<file path="config.mk">
export PLATFORM = sky130hd
export DESIGN_NAME = mem_stage_sb_flat
export DESIGN_NICKNAME = d
export VERILOG_FILES = /design/src/rtl/mem_stage_sb_pkg.sv /design/src/rtl/mem_stage_sb_if.sv /design/src/rtl/mem_stage_sb_store_buffer.sv /design/src/rtl/mem_stage_sb.sv /design/src/flat_wrapper.sv
export SDC_FILE = /design/constraint.sdc
export NUM_CORES = 2
export LEC_CHECK = 0
export CORE_MARGIN = 4
export CORE_UTILIZATION = 35
export DETAILED_ROUTE_END_ITERATION = 6
export DONT_BUFFER_PORTS = 1
export PLACE_DENSITY = 0.48
export SYNTH_ARGS = -nofsm -noshare
export SYNTH_HDL_FRONTEND = slang
export SYNTH_MEMORY_MAX_BITS = 65536
export SYNTH_SLANG_ARGS = --single-unit
</file>
<file path="constraint.sdc">
create_clock -name clk -period 5.91 [get_ports clk]
set_input_delay 0.591 -clock clk [delete_from_list [all_inputs] [get_ports clk]]
set_output_delay 0.591 -clock clk [all_outputs]
set_load 0.03 [all_outputs]
</file>
<file path="src/rtl/mem_stage_sb_pkg.sv">
// Shared types and default widths for the MIPS16 MEM stage and its store buffer.
package mips16_mem_pkg;

  localparam int unsigned DEF_DATA_W   = 16;
  localparam int unsigned DEF_ADDR_W   = 8;
  localparam int unsigned DEF_REG_AW   = 3;
  localparam int unsigned DEF_SB_DEPTH = 4;

  typedef struct packed {
    logic [DEF_ADDR_W-1:0] addr;
    logic [DEF_DATA_W-1:0] data;
  } sb_entry_t;

  typedef struct packed {
    logic                  mem_read;
    logic                  mem_write;
    logic [DEF_ADDR_W-1:0] addr;
    logic [DEF_DATA_W-1:0] wdata;
    logic [DEF_DATA_W-1:0] alu_result;
    logic                  wb_en;
    logic [DEF_REG_AW-1:0] dest;
  } mem_req_t;

  // read&write together is an illegal encoding and is handled as a store
  function automatic logic is_load_op(input logic mem_read, input logic mem_write);
    return mem_read & ~mem_write;
  endfunction

endpackage

</file>
<file path="src/rtl/mem_stage_sb_if.sv">
// EX->MEM request channel and MEM->WB result channel of the MIPS16 MEM stage.
interface mem_stage_sb_if #(
  parameter int unsigned DATA_W = mips16_mem_pkg::DEF_DATA_W,
  parameter int unsigned ADDR_W = mips16_mem_pkg::DEF_ADDR_W,
  parameter int unsigned REG_AW = mips16_mem_pkg::DEF_REG_AW
);

  logic              in_valid;
  logic              in_ready;
  logic              in_mem_read;
  logic              in_mem_write;
  logic [ADDR_W-1:0] in_addr;
  logic [DATA_W-1:0] in_wdata;
  logic [DATA_W-1:0] in_alu_result;
  logic              in_wb_en;
  logic [REG_AW-1:0] in_dest;

  logic              out_valid;
  logic              out_wb_en;
  logic [REG_AW-1:0] out_dest;
  logic [DATA_W-1:0] out_wb_data;

  modport master (
    output in_valid, in_mem_read, in_mem_write, in_addr, in_wdata,
           in_alu_result, in_wb_en, in_dest,
    input  in_ready, out_valid, out_wb_en, out_dest, out_wb_data
  );

  modport slave (
    input  in_valid, in_mem_read, in_mem_write, in_addr, in_wdata,
           in_alu_result, in_wb_en, in_dest,
    output in_ready, out_valid, out_wb_en, out_dest, out_wb_data
  );

endinterface

</file>
<file path="src/rtl/mem_stage_sb_store_buffer.sv">
// Circular store buffer: posted {addr,data} entries drained in order from the head,
// with a parallel address match that reports the youngest hit.
module mem_store_buffer import mips16_mem_pkg::*; #(
  parameter  int unsigned DATA_W = DEF_DATA_W,
  parameter  int unsigned ADDR_W = DEF_ADDR_W,
  parameter  int unsigned DEPTH  = DEF_SB_DEPTH,
  localparam int unsigned PTR_W  = $clog2(DEPTH),
  localparam int unsigned CNT_W  = PTR_W + 1
) (
  input  logic              clk,
  input  logic              rst,
  input  logic              push,
  input  logic [ADDR_W-1:0] push_addr,
  input  logic [DATA_W-1:0] push_data,
  input  logic              pop,
  output logic [ADDR_W-1:0] head_addr,
  output logic [DATA_W-1:0] head_data,
  input  logic [ADDR_W-1:0] match_addr,
  output logic              hit,
  output logic [DATA_W-1:0] hit_data,
  output logic [CNT_W-1:0]  count,
  output logic              full
);

  typedef struct packed {
    logic [ADDR_W-1:0] addr;
    logic [DATA_W-1:0] data;
  } entry_t;

  entry_t           entries [DEPTH];
  logic [PTR_W-1:0] head;
  logic [PTR_W-1:0] tail;

  always_ff @(posedge clk) begin
    if (rst) begin
      head  <= '0;
      tail  <= '0;
      count <= '0;
    end else begin
      if (push) begin
        entries[tail] <= '{addr: push_addr, data: push_data};
        tail          <= tail + 1'b1;
      end
      if (pop) head <= head + 1'b1;
      if (push && !pop)      count <= count + 1'b1;
      else if (pop && !push) count <= count - 1'b1;
    end
  end

  assign head_addr = entries[head].addr;
  assign head_data = entries[head].data;
  assign full      = (count == CNT_W'(DEPTH));

  // Scan oldest to youngest so the last match overwrites earlier ones.
  always_comb begin
    hit      = 1'b0;
    hit_data = '0;
    for (int unsigned i = 0; i < DEPTH; i++) begin
      if (CNT_W'(i) < count && entries[head + PTR_W'(i)].addr == match_addr) begin
        hit      = 1'b1;
        hit_data = entries[head + PTR_W'(i)].data;
      end
    end
  end

endmodule

</file>
<file path="src/rtl/mem_stage_sb.sv">
// MIPS16 MEM stage with posted-store buffer, single-port data memory and MEM/WB register.
// Optional MEM_STORE_FWD_EN: loads hitting the buffer take the youngest entry instead of stalling.
module mem_stage_sb import mips16_mem_pkg::*; #(
  parameter int unsigned DATA_W   = DEF_DATA_W,
  parameter int unsigned ADDR_W   = DEF_ADDR_W,
  parameter int unsigned REG_AW   = DEF_REG_AW,
  parameter int unsigned SB_DEPTH = DEF_SB_DEPTH
) (
  input  logic                       clk,
  input  logic                       rst,
  mem_stage_sb_if.slave              bus,
  output logic [REG_AW-1:0]          mem_op_dest,
  output logic [$clog2(SB_DEPTH):0]  sb_count
);

  logic [DATA_W-1:0] mem [2**ADDR_W];

  logic              is_store;
  logic              is_load;
  logic              accept;
  logic              drain;
  logic              sb_full;
  logic              sb_hit;
  logic [DATA_W-1:0] hit_data;
  logic [ADDR_W-1:0] head_addr;
  logic [DATA_W-1:0] head_data;
  logic [DATA_W-1:0] load_data;

  assign is_store = bus.in_mem_write;
  assign is_load  = is_load_op(bus.in_mem_read, bus.in_mem_write);
  assign accept   = bus.in_valid && bus.in_ready;
  // The memory port goes to an accepted load first; otherwise the head entry drains.
  assign drain    = (sb_count != '0) && !(accept && is_load);

  mem_store_buffer #(
    .DATA_W (DATA_W),
    .ADDR_W (ADDR_W),
    .DEPTH  (SB_DEPTH)
  ) u_sb (
    .clk        (clk),
    .rst        (rst),
    .push       (accept && is_store),
    .push_addr  (bus.in_addr),
    .push_data  (bus.in_wdata),
    .pop        (drain),
    .head_addr  (head_addr),
    .head_data  (head_data),
    .match_addr (bus.in_addr),
    .hit        (sb_hit),
    .hit_data   (hit_data),
    .count      (sb_count),
    .full       (sb_full)
  );

  always_comb begin
    bus.in_ready = 1'b1;
    if (is_store) begin
      bus.in_ready = !sb_full;
    end else if (is_load) begin
`ifdef MEM_STORE_FWD_EN
      bus.in_ready = !sb_full;
`else
      bus.in_ready = !sb_full && !sb_hit;
`endif
    end
  end

  always_comb begin
    load_data = mem[bus.in_addr];
`ifdef MEM_STORE_FWD_EN
    if (sb_hit) load_data = hit_data;
`endif
  end

`ifndef MEM_STORE_FWD_EN
  logic unused_hit_data;
  assign unused_hit_data = ^hit_data;
`endif

  // No reset on the array; a drain coinciding with reset is dropped.
  always_ff @(posedge clk) begin
    if (!rst && drain) mem[head_addr] <= head_data;
  end

  always_ff @(posedge clk) begin
    if (rst) begin
      bus.out_valid   <= 1'b0;
      bus.out_wb_en   <= 1'b0;
      bus.out_dest    <= '0;
      bus.out_wb_data <= '0;
      mem_op_dest     <= '0;
    end else begin
      bus.out_valid <= accept;
      bus.out_wb_en <= accept && bus.in_wb_en;
      mem_op_dest   <= (accept && bus.in_wb_en) ? bus.in_dest : '0;
      if (accept) begin
        bus.out_dest    <= bus.in_dest;
        bus.out_wb_data <= is_load ? load_data : bus.in_alu_result;
      end
    end
  end

endmodule

</file>
<file path="src/flat_wrapper.sv">
// flat-port wrapper written by rule: the top's interface ports become plain ports
module mem_stage_sb_flat import mips16_mem_pkg::*;
#(
  parameter int unsigned DATA_W   = DEF_DATA_W,
  parameter int unsigned ADDR_W   = DEF_ADDR_W,
  parameter int unsigned REG_AW   = DEF_REG_AW,
  parameter int unsigned SB_DEPTH = DEF_SB_DEPTH
)
  (clk, rst, mem_op_dest, sb_count, bus_in_valid, bus_in_mem_read, bus_in_mem_write, bus_in_addr, bus_in_wdata, bus_in_alu_result, bus_in_wb_en, bus_in_dest, bus_in_ready, bus_out_valid, bus_out_wb_en, bus_out_dest, bus_out_wb_data);
  mem_stage_sb_if #(.DATA_W(DATA_W), .ADDR_W(ADDR_W), .REG_AW(REG_AW)) bus_i ();
  input  logic clk;
  input  logic rst;
  output logic [REG_AW-1:0] mem_op_dest;
  output logic [$clog2(SB_DEPTH):0] sb_count;
  input wire logic [$bits(bus_i.in_valid)-1:0] bus_in_valid;
  input wire logic [$bits(bus_i.in_mem_read)-1:0] bus_in_mem_read;
  input wire logic [$bits(bus_i.in_mem_write)-1:0] bus_in_mem_write;
  input wire logic [$bits(bus_i.in_addr)-1:0] bus_in_addr;
  input wire logic [$bits(bus_i.in_wdata)-1:0] bus_in_wdata;
  input wire logic [$bits(bus_i.in_alu_result)-1:0] bus_in_alu_result;
  input wire logic [$bits(bus_i.in_wb_en)-1:0] bus_in_wb_en;
  input wire logic [$bits(bus_i.in_dest)-1:0] bus_in_dest;
  output wire logic [$bits(bus_i.in_ready)-1:0] bus_in_ready;
  output wire logic [$bits(bus_i.out_valid)-1:0] bus_out_valid;
  output wire logic [$bits(bus_i.out_wb_en)-1:0] bus_out_wb_en;
  output wire logic [$bits(bus_i.out_dest)-1:0] bus_out_dest;
  output wire logic [$bits(bus_i.out_wb_data)-1:0] bus_out_wb_data;
  assign bus_i.in_valid = bus_in_valid;
  assign bus_i.in_mem_read = bus_in_mem_read;
  assign bus_i.in_mem_write = bus_in_mem_write;
  assign bus_i.in_addr = bus_in_addr;
  assign bus_i.in_wdata = bus_in_wdata;
  assign bus_i.in_alu_result = bus_in_alu_result;
  assign bus_i.in_wb_en = bus_in_wb_en;
  assign bus_i.in_dest = bus_in_dest;
  assign bus_in_ready = bus_i.in_ready;
  assign bus_out_valid = bus_i.out_valid;
  assign bus_out_wb_en = bus_i.out_wb_en;
  assign bus_out_dest = bus_i.out_dest;
  assign bus_out_wb_data = bus_i.out_wb_data;
  mem_stage_sb #(.DATA_W(DATA_W), .ADDR_W(ADDR_W), .REG_AW(REG_AW), .SB_DEPTH(SB_DEPTH)) u_core (.clk(clk), .rst(rst), .bus(bus_i), .mem_op_dest(mem_op_dest), .sb_count(sb_count));
endmodule
</file>
# Yosys cells after proc, flatten, opt, wreduce, memory -nomap -nowiden
# Memories as Yosys holds them, arrays and structs flattened. A register that Yosys moved wholly into a read port is not among the register bits.
# Index checks and enable logic that the tools add are counted.
# word_totals
rom_bits	0
ram_bits	4192
reg_bits	31
inputBits	49
latch_bits	0
mem_count	2
# memory_table
memory	words	width	rd	rd_ports_with_merged_regs	write_ports	line	text
u_core.mem	256	16	1	0	1	mem_stage_sb.sv:16	logic [DATA_W-1:0] mem [2**ADDR_W];
u_core.u_sb.entries	4	24	4	1	1	mem_stage_sb_store_buffer.sv:30	entry_t entries [DEPTH];
# op_classes
n_mux	16
bitwise_logic	3
shifts	0
addsub	6
mul	0
n_eq_ne	5
div_mod_pow	0
reduce_logical	22
n_lt_le_gt_ge	4
# ops
cell	count
8-bit equality test	4
16-bit two-way mux	1
1-bit logical AND	13
1-bit two-way mux	11
1-bit zero test	6
1-bit by 3-bit < comparator with 1-bit output (first input constant)	2
2-bit by 3-bit < comparator with 1-bit output (first input constant)	2
3-bit two-way mux	2
2-bit by 1-bit adder with 2-bit output (second input constant)	2
2-bit adder (second input constant)	2
2-bit two-way mux	2
3-bit by 1-bit adder with 3-bit output (second input constant)	1
3-bit equality test (second input constant)	1
3-bit nonzero test	1
3-bit by 1-bit subtractor with 3-bit output (second input constant)	1
1-bit inverter	2
2-bit nonzero test	1
2-bit OR reduction	1
1-bit bitwise AND	1

# Depth between registers and ports, before layout
# An unclocked memory read counts as a cell.
# logic_depth
ltp_word	18
depth_mapped	15
ltp_nobuf	12

# Cells and area by module
# A second synthesis with hierarchy kept.
# unflattened
hier_cells	7711
area_unflattened_um2	165755.2
# by_module_without_submodules
mod	cells_each	area_per_inst_um2	n_inst
mem_stage_sb	7259	158903.7	1
mem_store_buffer	452	6851.6	1

# Worst setup path after synthesis
# OpenSTA, ideal clock, no wires.
# synth_path
path_type	flip-flop to flip-flop
from	register u_core.u_sb.head[1]
to	memory u_core.mem[208][0] (netlist bit), enable pin
path_stages_with_launch	9
synth_period_minus_slack_ps	4312
t_arrival_ps	3881
setup_slack_ps	1598
cell_sequence	dfxtp_1 -> buf_2 -> mux4_2 -> xnor2_1 -> or4_4 -> o22ai_4 -> o31ai_4 -> clkbuf_1 -> nor4_1
# synth_via
elab_chain_len	18
word_cells_on_any_way	24
# synth_rtl
element	line	text
from (decl)	mem_stage_sb_store_buffer.sv:31	logic [PTR_W-1:0] head;
from (signal assigned)	mem_stage_sb_store_buffer.sv:44	if (pop) head <= head + 1'b1;
2-bit by 1-bit adder with 2-bit output	n/a	
memory read 4 x 24 bit (*)	n/a	
8-bit equality test	mem_stage_sb_store_buffer.sv:59	if (CNT_W'(i) < count && entries[head + PTR_W'(i)].addr == match_addr) begin
1-bit logical AND	mem_stage_sb_store_buffer.sv:59	
1-bit two-way mux (2 in a row)	mem_stage_sb_store_buffer.sv:59	
1-bit two-way mux (*)	mem_stage_sb_store_buffer.sv:59	
1-bit zero test (*)	mem_stage_sb.sv:63	bus.in_ready = !sb_full && !sb_hit;
1-bit logical AND (*)	mem_stage_sb.sv:63	
1-bit two-way mux (*)	mem_stage_sb.sv:59	end else if (is_load) begin
1-bit two-way mux (*)	mem_stage_sb.sv:57	if (is_store) begin
1-bit logical AND (*)	mem_stage_sb.sv:31	assign accept = bus.in_valid && bus.in_ready;
1-bit logical AND (*)	mem_stage_sb.sv:33	assign drain = (sb_count != '0) && !(accept && is_load);
1-bit zero test (*)	mem_stage_sb.sv:33	
1-bit logical AND (*)	mem_stage_sb.sv:33	
1-bit logical AND (*)	mem_stage_sb.sv:82	if (!rst && drain) mem[head_addr] <= head_data;
1-bit two-way mux (*)	mem_stage_sb.sv:82	
1-bit two-way mux (implied by the code) (*)	mem_stage_sb.sv:82	
to (decl)	mem_stage_sb.sv:16	
# Mark *: on every way between the ends. The rest lies on a longest branch, timed or not.

# Final worst setup path
# layout_path
from	input port bus_in_addr[0]
to	register u_core.bus.out_wb_data[14]
# layout_via
elab_chain_len	11
word_cells_on_any_way	19
# layout_rtl
element	line	text
from (decl)	flat_wrapper.sv:18	input wire logic [$bits(bus_i.in_addr)-1:0] bus_in_addr;
8-bit equality test	mem_stage_sb_store_buffer.sv:59	
1-bit logical AND	mem_stage_sb_store_buffer.sv:59	
1-bit two-way mux (4 in a row)	mem_stage_sb_store_buffer.sv:59	
1-bit zero test	mem_stage_sb.sv:63	
1-bit logical AND	mem_stage_sb.sv:63	
1-bit two-way mux	mem_stage_sb.sv:59	
1-bit two-way mux	mem_stage_sb.sv:57	
1-bit logical AND	mem_stage_sb.sv:31	
to (signal assigned)	mem_stage_sb.sv:98	bus.out_wb_data <= is_load ? load_data : bus.in_alu_result;
to (decl)	mem_stage_sb_if.sv:32	output in_ready, out_valid, out_wb_en, out_dest, out_wb_data
# Parallel ways exist; a longest one is shown, timed or not.
# A chain may end at the register's enable or synchronous reset.

==> flow_metrics.env <==
export IMPL_crit_path_end="u_core.bus.out_wb_data[14]"
export IMPL_worst_path_max_delay_cell="buf_16"
export IMPL_htree_levels=5
export IMPL_drcViolationCount=0
export IMPL_vias=88800
export IMPL_async_flop_share_pct=0
export IMPL_ir_worst_vdd_mv=0.370
export IMPL_relSlewSlack_pct=-16.9
export IMPL_path_buf_inv=4
export IMPL_design_core_area_sq_um=472000
export IMPL_cpMostUsedCell="buf_16"
export IMPL_cap_violations=0
export IMPL_first_pass_iters=6
export IMPL_drtIter0Drc=11900
export IMPL_p_leak_nw=60.5
export IMPL_clock_latency_ps=1080
export IMPL_cts_repair_resized=0
export IMPL_yosysSeqAreaShare_pct=76.1
export IMPL_path_clk_slew_ps=70
export IMPL_p_per_area_nw_per_um2=380
export IMPL_fin_cells=15300
export IMPL_yosysTopAreaCell="edfxtp_1"
export IMPL_port_buffers=0
export IMPL_synth_top_cells_by_count="4192 x edfxtp_1, 781 x mux4_2, 639 x mux2i_1, 191 x clkbuf_1, 189 x nand2_1"
export IMPL_tns_ps=0
export IMPL_seqCellArea_sq_um=127000
export IMPL_cts_sink_count=4225
export IMPL_viasPerCell=5.80
export IMPL_failed_checks="max-slew violations"
export IMPL_worst_pin_slew_ps=1750
export IMPL_postCtsHoldBufs=43
export IMPL_critical_path_class="in -> reg"
export IMPL_hold_viol=0
export IMPL_design_area_sq_um=192000
export IMPL_crit_family="buffers and inverters"
export IMPL_detail_route_wl_per_cell_um=37.1
export IMPL_synth_area_top_cells="edfxtp_1 76%, mux4_2 11%, mux2i_1 3.8%, o221ai_1 0.81%, o22ai_1 0.70%"
export IMPL_rsz0062_at_grt="no"
export IMPL_gp_congestion=0.840
export IMPL_synthToLayoutAreaGrowth_pct=15.7
export IMPL_grtUsageTotal_pct=22.7
export IMPL_syn_inst=8057
export IMPL_total_power_w=0.0731
export IMPL_ys_types=99
export IMPL_synth_edf_count=4192
export IMPL_final_nets=8732
export IMPL_start_kind="input pin"
export IMPL_r2r_setup_slack_ps=1040
export IMPL_placed_cells=14400
export IMPL_die_height_um=697
export IMPL_cts_buffer_depth=4
export IMPL_die_x_um=697
export IMPL_syn_area_sq_um=166000
export IMPL_slew_viol_final=202
export IMPL_drive_above_1_share_pct=26.8
export IMPL_avgSynthCellArea_sq_um=20.6
export IMPL_grt_pass1_wl_um=767000
export IMPL_overflow=0
export IMPL_antenna_found_initial=52
export IMPL_cp_required_ps=6830
export IMPL_grt_max_degree=310
export IMPL_period_share_pct=89.3
export IMPL_synth_nets=8115
export IMPL_slowest_delay_ps=870
export IMPL_ys_warn_count=0
export IMPL_n_fill_cell=41600
export IMPL_min_period_ps=5280
export IMPL_worst_ep_arrival_time_ps=6200
export IMPL_grt_pass1_vias=87500
export IMPL_tritoncts="done"
export IMPL_status="finished with violations"
export IMPL_cp_num_cells=12
export IMPL_critPathCaptureType="flip-flop"
export IMPL_cts_made_buffers=440
export IMPL_fmax_ghz=0.190
export IMPL_dpl_cell_area_sq_um=178000
export IMPL_multi_input_area_sq_um=37600
export IMPL_crit_path_cell_trace="buf_16, buf_16, buf_16, buf_16, mux4_2, and2_1, o22a_1, a311oi_1, o32a_1, o2111ai_1, nor4_1, nor3_1"
export IMPL_ant_nets=0
export IMPL_cts_post_setup_buffers_inserted=0
export IMPL_clockRootBuffer="clkbuf_16"
export IMPL_synth_ff_type="edfxtp_1"
export IMPL_synth_top_area_share_pct=75.7
export IMPL_setup_worst_path_start="bus_in_addr[0]"
export IMPL_skew_ps=55.1
export IMPL_io_pins=77
export IMPL_dieArea_sq_um=486000
export IMPL_final_util_pct=40.8
export IMPL_synth_seq_cells=4225
export IMPL_r2r_end="u_core.mem[4][11]"
export IMPL_finalSetupViolCount=0
export IMPL_rows=252
export IMPL_worst_path_max_fanout=168
export IMPL_start_util_pct=35.2
export IMPL_synth_most_common_cell="edfxtp_1"
export IMPL_hold_class="in -> reg"
export IMPL_dpl_hpwl_um=337000
export IMPL_wl_um=568000
export IMPL_reg2reg_depth=9
[cell type report]
class	count	area share, %
antenna	20	0.0260
clock buffer	546	6.02
clock inverter	273	1.43
inverter	17	0.0397
multi-input combinational	3293	19.5
sequential	4225	65.7
tap	6223	4.05
timing repair buffer	697	3.16
[through the flow]
stage          setup slack [ps]  hold slack [ps]
4_1_cts                     812             22.8
3_5_place_dp               -299              578
2_1_floorplan              1600              514
5_1_grt                     468             8.96
6_report                    634             41.0
3_3_place_gp              -1030              527
[cells by family (layout without fill, tap and decap cells)]
logic type | after synthesis | count (layout) | share of synthesized area [%]
other cells | 0 | 20 | 0
simple gates | 894 | 894 | 2.98
compound gates | 892 | 892 | 3.73
buf+inv | 539 | 1533 | 2.25
flops | 4225 | 4225 | 76.1
fa+ha+maj | 9 | 9 | 0.0677
mux | 1455 | 1455 | 14.7
xor+xnor | 43 | 43 | 0.226
[placed cells by master (no fill, tap or decap), types with 31 or more instances in the layout]
master	instances
edfxtp_1	4192
mux4_2	765
mux2i_1	639
buf_4	606
clkbuf_16	441
nand2_1	187
o22ai_1	185
a21oi_1	175
o221ai_1	154
nor3_1	106
clkinv_2	105
nor2_2	94
clkbuf_1	90
nor4_2	89
a22oi_1	81
nor2_1	80
clkinv_1	80
nand3_1	73
nor4_4	60
o21ai_0	59
nor4_1	47
a211oi_1	47
bufinv_16	42
dlygate4sd3_1	42
xnor2_1	36
mux2_2	33
dfxtp_1	32
buf_12	31
[how the worst min path moves through the flow]
stage                          from                         to  cells after the start
5_1_grt                         rst        u_core.mem[145][14]                      2
6_report                        rst         u_core.mem[211][8]                      2
3_5_place_dp    u_core.u_sb.tail[0]        u_core.u_sb.tail[0]                      2
4_1_cts        bus_in_alu_result[8]  u_core.bus.out_wb_data[8]                      3
2_1_floorplan   u_core.u_sb.tail[1]        u_core.u_sb.tail[1]                      2
3_3_place_gp    u_core.u_sb.tail[1]        u_core.u_sb.tail[1]                      2
[report_power, final]
part           switching [W]  internal (W)  total (W)
Sequential          0.000235        0.0363     0.0365
Combinational        0.00707       0.00180    0.00887
Clock                 0.0120        0.0158     0.0277
[registers in the layout, indices dropped and copies added, names as in the netlist, named ones only]
signal,cells
u_core.bus.out_wb_data,16
u_core.bus.out_valid,1
u_core.u_sb.tail,2
u_core.mem_op_dest,3
u_core.u_sb.head,2
u_core.bus.out_dest,3
u_core.mem,4096
u_core.bus.out_wb_en,1
u_core.u_sb.count,3
u_core.u_sb.entries,96
[layer usage]
| layer | routed length [um] | up-vias | track usage (%) |
|---|---|---|---|
| met1 | 237000 | 48600 | 32.0 |
| li1 | - | 35200 | - |
| met4 | 20300 | 18 | 7.15 |
| met2 | 259000 | 4152 | 35.0 |
| met5 | 110 | - | 0 |
| met3 | 51100 | 818 | 5.27 |
Power figures use the tool's default switching activity.
